[src/rtl/des_key_schedule_if.sv]
// Handshake bundle between a DES key-schedule generator and its subkey consumer.
interface des_key_schedule_if;
    logic        start;
    logic        decrypt;
    logic [55:0] pc1_key;
    logic [47:0] subkey;
    logic        subkey_valid;
    logic        subkey_ready;
    logic [3:0]  round_idx;
    logic        busy;
    logic        done;

    modport master (
        output start, decrypt, pc1_key, subkey_ready,
        input  subkey, subkey_valid, round_idx, busy, done
    );

    modport slave (
        input  start, decrypt, pc1_key, subkey_ready,
        output subkey, subkey_valid, round_idx, busy, done
    );
endinterface

[src/rtl/des_key_schedule.sv]
// DES round-key generator: walks the C/D halves through 16 rotations and emits PC-2
// of each state over a valid/ready handshake, in forward or reverse order.
module des_key_schedule (
    input logic               clk,
    input logic               rst,
    des_key_schedule_if.slave bus
);
    typedef enum logic [1:0] {StIdle, StRun, StDone} state_e;

    // Bit r set where round r (0-based) rotates by two instead of one.
    localparam logic [15:0] ShiftTwo = 16'h7EFC;

    localparam int Pc2 [48] = '{
        14, 17, 11, 24,  1,  5,  3, 28, 15,  6, 21, 10,
        23, 19, 12,  4, 26,  8, 16,  7, 27, 20, 13,  2,
        41, 52, 31, 37, 47, 55, 30, 40, 51, 45, 33, 48,
        44, 49, 39, 56, 34, 53, 46, 42, 50, 36, 29, 32
    };

    state_e      state_q;
    logic [27:0] c_q;
    logic [27:0] d_q;
    logic [3:0]  round_q;
    logic        dec_q;
    logic        valid_q;
    logic        busy_q;
    logic        done_q;

    logic        two_enc;
    logic        two_dec;
    logic [55:0] cd;

    function automatic logic [27:0] rol(input logic [27:0] x, input logic two);
        return two ? {x[25:0], x[27:26]} : {x[26:0], x[27]};
    endfunction

    function automatic logic [27:0] ror(input logic [27:0] x, input logic two);
        return two ? {x[1:0], x[27:2]} : {x[0], x[27:1]};
    endfunction

    // Encrypt steps to the next round's shift; decrypt undoes the shift of the round just emitted.
    assign two_enc = ShiftTwo[round_q + 4'd1];
    assign two_dec = ShiftTwo[4'd15 - round_q];
    assign cd      = {c_q, d_q};

    // FIPS bit n of the 56-bit CD word lives at cd[56-n]; subkey bit 47 is FIPS bit 1.
    for (genvar i = 0; i < 48; i++) begin : g_pc2
        assign bus.subkey[47-i] = cd[56-Pc2[i]];
    end

    assign bus.subkey_valid = valid_q;
    assign bus.round_idx    = round_q;
    assign bus.busy         = busy_q;
    assign bus.done         = done_q;

    always_ff @(posedge clk or posedge rst) begin
        if (rst) begin
            state_q <= StIdle;
            c_q     <= '0;
            d_q     <= '0;
            round_q <= '0;
            dec_q   <= 1'b0;
            valid_q <= 1'b0;
            busy_q  <= 1'b0;
            done_q  <= 1'b0;
        end else begin
            unique case (state_q)
                StIdle: begin
                    done_q <= 1'b0;
                    if (bus.start) begin
                        dec_q   <= bus.decrypt;
                        round_q <= '0;
                        valid_q <= 1'b1;
                        busy_q  <= 1'b1;
                        state_q <= StRun;
                        if (bus.decrypt) begin
                            c_q <= bus.pc1_key[55:28];
                            d_q <= bus.pc1_key[27:0];
                        end else begin
                            c_q <= rol(bus.pc1_key[55:28], 1'b0);
                            d_q <= rol(bus.pc1_key[27:0], 1'b0);
                        end
                    end
                end
                StRun: begin
                    if (bus.subkey_ready) begin
                        if (round_q == 4'd15) begin
                            valid_q <= 1'b0;
                            done_q  <= 1'b1;
                            state_q <= StDone;
                        end else begin
                            round_q <= round_q + 4'd1;
                            if (dec_q) begin
                                c_q <= ror(c_q, two_dec);
                                d_q <= ror(d_q, two_dec);
                            end else begin
                                c_q <= rol(c_q, two_enc);
                                d_q <= rol(d_q, two_enc);
                            end
                        end
                    end
                end
                StDone: begin
                    done_q  <= 1'b0;
                    busy_q  <= 1'b0;
                    state_q <= StIdle;
                end
                default: begin
                    valid_q <= 1'b0;
                    busy_q  <= 1'b0;
                    done_q  <= 1'b0;
                    state_q <= StIdle;
                end
            endcase
        end
    end
endmodule
[src/flat_wrapper.sv]
// flat-port wrapper written by rule: the top's interface ports become plain ports
module des_key_schedule_flat 
  (clk, rst, bus_start, bus_decrypt, bus_pc1_key, bus_subkey_ready, bus_subkey, bus_subkey_valid, bus_round_idx, bus_busy, bus_done);
  des_key_schedule_if bus_i ();
  input logic clk;
  input logic rst;
  input wire logic [$bits(bus_i.start)-1:0] bus_start;
  input wire logic [$bits(bus_i.decrypt)-1:0] bus_decrypt;
  input wire logic [$bits(bus_i.pc1_key)-1:0] bus_pc1_key;
  input wire logic [$bits(bus_i.subkey_ready)-1:0] bus_subkey_ready;
  output wire logic [$bits(bus_i.subkey)-1:0] bus_subkey;
  output wire logic [$bits(bus_i.subkey_valid)-1:0] bus_subkey_valid;
  output wire logic [$bits(bus_i.round_idx)-1:0] bus_round_idx;
  output wire logic [$bits(bus_i.busy)-1:0] bus_busy;
  output wire logic [$bits(bus_i.done)-1:0] bus_done;
  assign bus_i.start = bus_start;
  assign bus_i.decrypt = bus_decrypt;
  assign bus_i.pc1_key = bus_pc1_key;
  assign bus_i.subkey_ready = bus_subkey_ready;
  assign bus_subkey = bus_i.subkey;
  assign bus_subkey_valid = bus_i.subkey_valid;
  assign bus_round_idx = bus_i.round_idx;
  assign bus_busy = bus_i.busy;
  assign bus_done = bus_i.done;
  des_key_schedule u_core (.clk(clk), .rst(rst), .bus(bus_i));
endmodule
[config.mk]
export PLATFORM = sky130hd
export DESIGN_NAME = des_key_schedule_flat
export DESIGN_NICKNAME = d
export VERILOG_FILES = /design/src/rtl/des_key_schedule_if.sv /design/src/rtl/des_key_schedule.sv /design/src/flat_wrapper.sv
export SDC_FILE = /design/constraint.sdc
export NUM_CORES = 1
export LEC_CHECK = 0
export ABC_AREA = 1
export ABC_CLOCK_PERIOD_IN_PS = 3300
export CAP_MARGIN = 30
export CORE_UTILIZATION = 45
export DETAILED_ROUTE_END_ITERATION = 12
export PLACE_DENSITY_LB_ADDON = 0.2
export SYNTH_ARGS = -nofsm -noshare
export SYNTH_HDL_FRONTEND = slang
export SYNTH_SLANG_ARGS = --single-unit
[constraint.sdc]
create_clock -name clk -period 3.3 [get_ports clk]
set_clock_uncertainty 0.05 [all_clocks]
set_input_delay 0.495 -clock clk [delete_from_list [all_inputs] [get_ports clk]]
set_output_delay 0.495 -clock clk [all_outputs]
set_load 0.02 [all_outputs]
# Word-level counts from Yosys, hierarchy flattened
# Memories as Yosys holds them, arrays and structs flattened.
# Cells that the tools add are included.
# totals
ff_bits,66
mem_bits_ro,32
out_inout_bits,55
n_memories,2
# mem_list
memory,words,word_bits,rd,rd_ports_with_merged_regs,write_ports,line_no,rtl
(no name shown),16,1,1,0,0,des_key_schedule.sv:43,assign two_dec = ShiftTwo[4'd15 - round_q];
(no name shown),16,1,1,0,0,des_key_schedule.sv:42,assign two_enc = ShiftTwo[round_q + 4'd1];
# classes
n_addsub,2
n_lt_le_gt_ge,2
n_eq_ne,7
muxes,34
bitwise,2
n_reduce_logical,8
# op_table
cell,count
two-way mux 28 bit,14
one-hot mux 28 bit (2 select lines),2
two-way mux 4 bit,3
"< comparator 4 x 5 -> 1 bit, second input constant",2
two-way mux 1 bit,8
one-hot mux 4 bit (2 select lines),1
AND reduction 4 bit,2
two-way mux 2 bit,3
"!= test 2 bit, second input constant",3
AND reduction 2 bit,3
"adder 4 x 1 -> 4 bit, second input constant",1
"equality test 4 bit, second input constant",1
one-hot mux 2 bit (2 select lines),1
"subtractor 4 bit, first input constant",1
one-hot mux 1 bit (3 select lines),1
AND reduction 3 bit,1
"equality test 2 x 1 -> 1 bit, second input constant",1
"equality test 2 bit, second input constant",1
zero test 2 bit,1
"!= test 2 x 1 -> 1 bit, second input constant",1
NOT 1 bit,2
one-hot mux 1 bit (2 select lines),1
nonzero test 2 bit,1

# Logic depth before layout (Yosys ltp)
# Gate-level depths: netlist of the first run.
# depth
depth_word,8
depth_mapped,14

# Least setup slack after synthesis of the first run
# Ideal clock, no wire load.
# synth_timing
kind,register to register
start,register u_core.round_q[0] (netlist: u_core.bus.round_idx[0])
end,register u_core.d_q[3]
setup_ps,117
t_arrival_ps,1665
t_required_ps,3133
setup_slack_ps,1469
stages_incl_launch_ff,13
n_path_buf,2
path_cell_list,dfrtp_1 -> inv_1 -> ha_1 -> nand2_1 -> nand3_2 -> nand2_2 -> buf_4 -> buf_4 -> a21oi_1 -> a21oi_1 -> nand2_1 -> nand2_1 -> nand2_1
# synth_between
elab_chain_len,8
# synth_rtl
element,line_no,rtl
"start, declared",des_key_schedule.sv:23,logic [3:0] round_q;
"start signal, assigned",des_key_schedule.sv:92,round_q <= round_q + 4'd1;
adder 4 x 1 -> 4 bit / subtractor 4 bit (equally long branches),"des_key_schedule.sv:42, des_key_schedule.sv:43",
"memory read (16 x 1 bit), on equally long branches",-,
"two-way mux 1 bit, on equally long branches","des_key_schedule.sv:42, des_key_schedule.sv:43",
"two-way mux 28 bit, on equally long branches","des_key_schedule.sv:34, des_key_schedule.sv:38",
two-way mux 28 bit,des_key_schedule.sv:93,if (dec_q) begin
two-way mux 28 bit,des_key_schedule.sv:87,if (round_q == 4'd15) begin
two-way mux 28 bit,des_key_schedule.sv:86,if (bus.subkey_ready) begin
one-hot mux 28 bit (2 select lines),des_key_schedule.sv:67,unique case (state_q)
"end signal, assigned",des_key_schedule.sv:78,d_q <= bus.pc1_key[27:0];
"end signal, assigned",des_key_schedule.sv:95,"d_q <= ror(d_q, two_dec);"
"end signal, assigned",des_key_schedule.sv:98,"d_q <= rol(d_q, two_enc);"
"end, declared",des_key_schedule.sv:22,logic [27:0] d_q;
# Parallel ways exist; a longest one is shown, timed or not. The select of a mux whose other input is x is not followed.
# A chain may end at the register's enable or synchronous reset.

# Worst setup path after layout of the first run
# layout_timing
start,register u_core.round_q[0] (netlist: u_core.bus.round_idx[0])
end,register u_core.c_q[6]
# layout_between
elab_chain_len,8
# layout_rtl
element,line_no,rtl
adder 4 x 1 -> 4 bit / subtractor 4 bit (equally long branches),"des_key_schedule.sv:42, des_key_schedule.sv:43",
"memory read (16 x 1 bit), on equally long branches",-,
"two-way mux 1 bit, on equally long branches","des_key_schedule.sv:42, des_key_schedule.sv:43",
"two-way mux 28 bit, on equally long branches","des_key_schedule.sv:34, des_key_schedule.sv:38",
two-way mux 28 bit,des_key_schedule.sv:93,
two-way mux 28 bit,des_key_schedule.sv:87,
two-way mux 28 bit,des_key_schedule.sv:86,
one-hot mux 28 bit (2 select lines),des_key_schedule.sv:67,
"end signal, assigned",des_key_schedule.sv:77,c_q <= bus.pc1_key[55:28];
"end signal, assigned",des_key_schedule.sv:94,"c_q <= ror(c_q, two_dec);"
"end signal, assigned",des_key_schedule.sv:97,"c_q <= rol(c_q, two_enc);"
"end, declared",des_key_schedule.sv:21,logic [27:0] c_q;
# Parallel ways exist; a longest one is shown, timed or not. The select of a mux whose other input is x is not followed.

==> metrics, run 1 <==
Yosys reg bits 66; post-CTS sizing 0; NumNets Final 1137; Unique masters post-synth 22; Synth area leader nand2_1; IO Port Bufs 115; gr ovfl total 0; worst hold slack 0.416 ns; final std cells w/o fill 1252; Critical R2R Launch u_core.bus.round_idx[0]; Synth top area share 28.4%; placed insts 1236; # diodes 0; Routed WL per cell 13.7 um; Total Routed Length 17.2 mm; Via density 5.33; critical path fanouts, max 52; number of DRC markers in iteration 0 648; P per Cell Area 1280 mW/mm^2; Slew headroom 45.5%; slowest CP cell nand2_4; Core ar. 0.0133 mm^2; final RePlAce weighted congestion 0.856; DR vias 6675; drt pass-1 iters 9; CP Capture Type flip-flop; post-route ant nets 0; num rows 42; maximum clock rate 402 MHz; die width 119 um; root buffer cell clkbuf_16; mean post-synth cell area 5.86 um^2; CP Cell Sequence ha_1, inv_1, nand2_2, nand2_1, nand2_1, nand2_4, nand2_4, nand2_1, nand3_1, nand2_1, nand2_1, nand2_1; total die area 0.0142 mm^2; fillcell total 1334; HP Class flip-flop to flip-flop; asr flop ratio synth 100%; Seq/Total Area, Yosys 26.7%; EDFF count, synth 0; Worst EP required 3.52 ns; post-route cell area 0.00722 mm^2; status finished clean; Synth Cell Area 0.00618 mm^2; Ys Warns 0; vias in the first global route 5964; critical path arrival 2.71 ns; dpl cell area 0.00696 mm^2; pins over their slew limit 0; Main synth FF type dfrtp_1; gr usage total 24.7%; clock-pin slew on the worst setup and hold paths 0.05 ns; CP max stage delay 0.45 ns; most frequent cell after synthesis nand2_1; Final Critical Period 2.49 ns; unrepaired setup endpoints after global routing no; Syn Inst Count 1055; initial antenna violation count 0; Syn-to-layout area delta 16.8%; max_cap viols 0; Total Power 9.25 mW; I/O Pins 116; clk sinks 66; die height 119 um; share of cells above drive strength 1 4.09%; Setup CP Type flip-flop to flip-flop; hold wc startpoint u_core.bus.subkey_valid; crit path launch type flip-flop; Fin. Hold Viols 0; # DRC 0; Post-CTS Setup Repair Bufs 0; CTS H-tree lvls 3; Final Cycle Share 75.4%; global-route wire length before repair 29.0 mm; CTS tree done; Area contributors post-synth nand2_1 (28%), dfrtp_1 (27%), nand3_1 (9.4%), a21oi_1 (8.3%), buf_4 (7.0%); Commonest cells post-synth nand2_1 (468), nand3_1 (116), a21oi_1 (102), inv_1 (68), dfrtp_1 (66); Initial Util 46.5%; Hold Buf Count CTS 0; Worst path most repeated cell nand2_1; Worst-Skew Late Latency 0.33 ns; FF-to-FF setup slack 0.81 ns; Crit path max-delay family simple AND/OR/NAND/NOR gates; leakage 3.69 nW; total CTS buffers 9; Net Count, Synth 1121; clock buffer depth 2; DP HPWL 11.2 mm; worst IR drop on VDD 456 uV; Fin Setup TNS 0 ns; Setup Viol. Count Final 0; Buf+Inv Stages, Crit Path 1; Worst Setup SP u_core.bus.round_idx[0]; measured slew at the worst slew-check pin 0.812 ns; largest net degree at the start of global routing 81
-- per-stage QoR --
step                      utilization [%]  setup slack, ns
after floorplan                         -             1.10
after global routing                 54.3            0.584
final                                54.3            0.813
after CTS                            54.3            0.871
after global placement               52.3            0.840
after detailed placement             52.3            0.844
-- layer usage --
metal	global-route usage [%]	wire length, um	vias up
met1	35.6	8060	3002
met3	3.26	1210	18
met4	7.59	230	0
met2	38.1	7670	278
met5	0	0	-
li1	-	-	3377
-- flip-flops by register name (all words and copies together) (netlist names) --
signal	flops
u_core.c_q	28
u_core.d_q	28
u_core.bus.round_idx	4
u_core.state_q	2
u_core.bus.busy	1
u_core.bus.done	1
u_core.bus.subkey_valid	1
u_core.dec_q	1
-- cells by family after synthesis --
group,count (synthesis),share of synthesized area [%]
compound gates,171,15.0
fa+ha+maj,5,1.01
buf+inv,196,16.6
flops,66,26.7
simple gates,617,40.6
-- report_power, final --
group	internal (mW)	total, mW	switching (mW)
Combinational	2.43	6.76	4.33
Clock	0.526	0.887	0.361
Sequential	1.24	1.60	0.361
-- worst reg2reg max path: stages (launching register included) --
cell,delay [ns]
dfrtp_1,0.44
ha_1,0.27
inv_1,0.07
nand2_2,0.06
nand2_1,0.05
nand2_1,0.08
nand2_4,0.45
nand2_4,0.45
nand2_1,0.19
nand3_1,0.07
nand2_1,0.11
nand2_1,0.06
nand2_1,0.05
-- cell usage in the layout, fill, tap and decap left out --
master / Yosys / routed
nand2_2: 6 / 5
o22ai_1: 3 / 3
nor2_2: 1 / 1
clkbuf_16: 0 / 9
o21ai_1: 1 / 1
clkbuf_1: 27 / 3
buf_2: 23 / 1
buf_4: 58 / 7
ha_1: 5 / 5
clkbuf_8: 0 / 1
o21ai_0: 9 / 9
clkinv_1: 0 / 1
clkinv_2: 0 / 4
buf_12: 0 / 5
a31oi_1: 56 / 56
nor2_1: 21 / 21
nand3_2: 1 / 1
inv_1: 68 / 66
inv_2: 6 / 6
nand2_4: 3 / 4
dfrtp_1: 66 / 66
nor3_1: 1 / 1
a21oi_1: 102 / 102
nand2_1: 468 / 468
nand3_1: 116 / 116
clkdlybuf4s50_1: 0 / 114
-- worst paths after layout --
| kind | to | cells past startpoint |
|---|---|---|
| worst max-delay path | u_core.c_q[6] | 12 |
| worst min-delay path | u_core.bus.subkey_valid | 2 |
| worst max register to register | u_core.c_q[6] | 12 |
| worst min register to register | u_core.bus.subkey_valid | 2 |
| max in group asynchronous | u_core.bus.round_idx[1] | 3 |
| min in group asynchronous | u_core.d_q[17] | 2 |
-- final cells by class --
type	instances	area (um^2)	share of cell area [%]
Inverter	74	279	3.86
Sequential cell	66	1650	22.9
Tap cell	176	220	3.05
Clock buffer	13	250	3.47
Clock inverter	3	15.0	0.208
Timing Repair Buffer	127	1300	18.0
Multi-Input combinational cell	793	3510	48.6
Note: power is estimated with default switching activity, not from simulation.
==> run 2: changes to the inputs <==
- ABC_CLOCK_PERIOD_IN_PS: 3300 -> 2500
- clock period: 3.3 -> 2.5 ns (I/O delays scaled with it)
==> run 2 against run 1 <==
Net effect: flip-flop and latch count did not move; largest power group unchanged; clock-buffer cell count rose by 2; sequential share of layout area fell by 0.48 points; register-to-register slack worse by 0.51 ns.
==> metrics, run 2 (synthesized netlist as in run 1, its figures left out) <==
post-CTS sizing 0; CP Capture Type flip-flop; num rows 42; Setup Viol. Count Final 0; commonest non-fill, non-tap cell in the layout nand2_1; r2r endpoint u_core.d_q[3]; setup ws final 0.300 ns; # DRC 0; final core occ 55.5%; NumNets Final 1151; status finished clean; critical path arrival 2.38 ns; max_cap viols 0; DR vias 6678; number of DRC markers in iteration 0 600; pins over their slew limit 0; Syn-to-layout area delta 19.4%; CP Cell Sequence ha_1, inv_1, nand2_2, nand2_1, nand2_1, nand2_4, nand2_4, buf_4, nand2_1, nand3_1, nand2_1, nand2_1, nand2_1; Routed WL per cell 13.6 um; fillcell total 1367; CP max stage delay 0.48 ns; Core ar. 0.0133 mm^2; R2R cell count 13; die width 119 um; total die area 0.0142 mm^2; FF-to-FF setup slack 0.30 ns; Worst-Skew Late Latency 0.34 ns; Hold Buf Count CTS 0; Fin. Hold Viols 0; vias in the first global route 5907; Worst Setup SP u_core.bus.round_idx[1]; Worst path most repeated cell nand2_1; most frequent cells in the layout nand2_1 (468), nand3_1 (116), clkdlybuf4s50_1 (114), a21oi_1 (102); Total Routed Length 17.2 mm; IO Port Bufs 115; post-route ant nets 0; Slew headroom 71.2%; DP HPWL 11.9 mm; cell depth of the worst setup path 13; clk sinks 66; Placement Setup Slack 0.325 ns; initial antenna violation count 0; die height 119 um; measured slew at the worst slew-check pin 0.432 ns; Final Cycle Share 88.0%; crit path launch type flip-flop; slowest CP cell dfrtp_1; Post-CTS Setup Repair Bufs 0; final RePlAce weighted congestion 0.847; gr usage total 25.0%; unrepaired setup endpoints after global routing no; P per Cell Area 1700 mW/mm^2; total CTS buffers 9; Crit path max-delay family simple AND/OR/NAND/NOR gates; root buffer cell clkbuf_16; CTS tree done; maximum clock rate 455 MHz; clock-pin slew on the worst setup and hold paths 0.06 ns; share of cells above drive strength 1 5.50%; Buf+Inv Stages, Crit Path 2; Critical R2R Launch u_core.bus.round_idx[1]; leakage 3.78 nW; HP Class primary input to async pin; # diodes 0; Final Critical Period 2.20 ns; clock buffer depth 2; Initial Util 46.5%; CP Capture Point u_core.d_q[3]; I/O Pins 116; Via density 5.27; largest net degree at the start of global routing 71; global-route wire length before repair 29.0 mm; gr ovfl total 0; drt pass-1 iters 5; worst IR drop on VDD 598 uV; Fin Setup TNS 0 ns; CTS H-tree lvls 3; Setup CP Type flip-flop to flip-flop; Worst EP required 2.68 ns; critical path fanouts, max 25
## run 2: cell types whose count changed in the layout (fill, tap and decap cells not counted)
cell and change:
buf_4 +13, clkbuf_8 +4, clkbuf_1 -2, clkinv_2 -2
buf_12 +1
## run 2: worst min path at each step
stage | start | endpoint | slack, ns | cells past startpoint
2_1_floorplan | u_core.c_q[10] | u_core.c_q[10] | 0.40 | 2
3_3_place_gp | u_core.bus.subkey_valid | u_core.bus.subkey_valid | 0.40 | 2
3_5_place_dp | u_core.c_q[3] | u_core.c_q[3] | 0.42 | 2
4_1_cts | rst | u_core.d_q[11] | 0.32 | 2
5_1_grt | rst | u_core.d_q[11] | 0.36 | 2
6_report | rst | u_core.d_q[11] | 0.30 | 2
## run 2: area by class of cell
| class | count | area [um^2] | area share, % |
|---|---|---|---|
| clock buffer | 15 | 298 | 4.04 |
| clock inverter | 1 | 5.00 | 0.0679 |
| inverter | 74 | 279 | 3.78 |
| multi-input combinational | 793 | 3510 | 47.5 |
| sequential | 66 | 1650 | 22.4 |
| tap | 176 | 220 | 2.99 |
| timing repair buffer | 141 | 1420 | 19.2 |
## run 2: metrics by stage
stage / total power, mW / instances / area (um^2) / hold WS (ns)
floorplan: 9.39 / 1055 / 6180 / 0.399
global placement: 11.1 / 1250 / 7070 / 0.404
detailed placement: 11.2 / 1250 / 7070 / 0.416
CTS: 12.6 / 1266 / 7380 / 0.319
global route: 13.9 / 1266 / 7380 / 0.363
finish: 12.5 / 1266 / 7380 / 0.302
## run 2: layer usage
layer / GRT usage, % / routed length, um
met1: 36.4 / 8150
met2: 38.3 / 7700
met3: 3.30 / 1170
met4: 7.20 / 172
met5: 0 / 0
## run 2: power by group
| part | leakage, nW | switching, mW | total (mW) | internal (mW) |
|---|---|---|---|---|
| clock network | 0.152 | 0.478 | 1.28 | 0.806 |
| logic | 2.82 | 5.73 | 9.14 | 3.41 |
| registers | 0.804 | 0.478 | 2.12 | 1.64 |
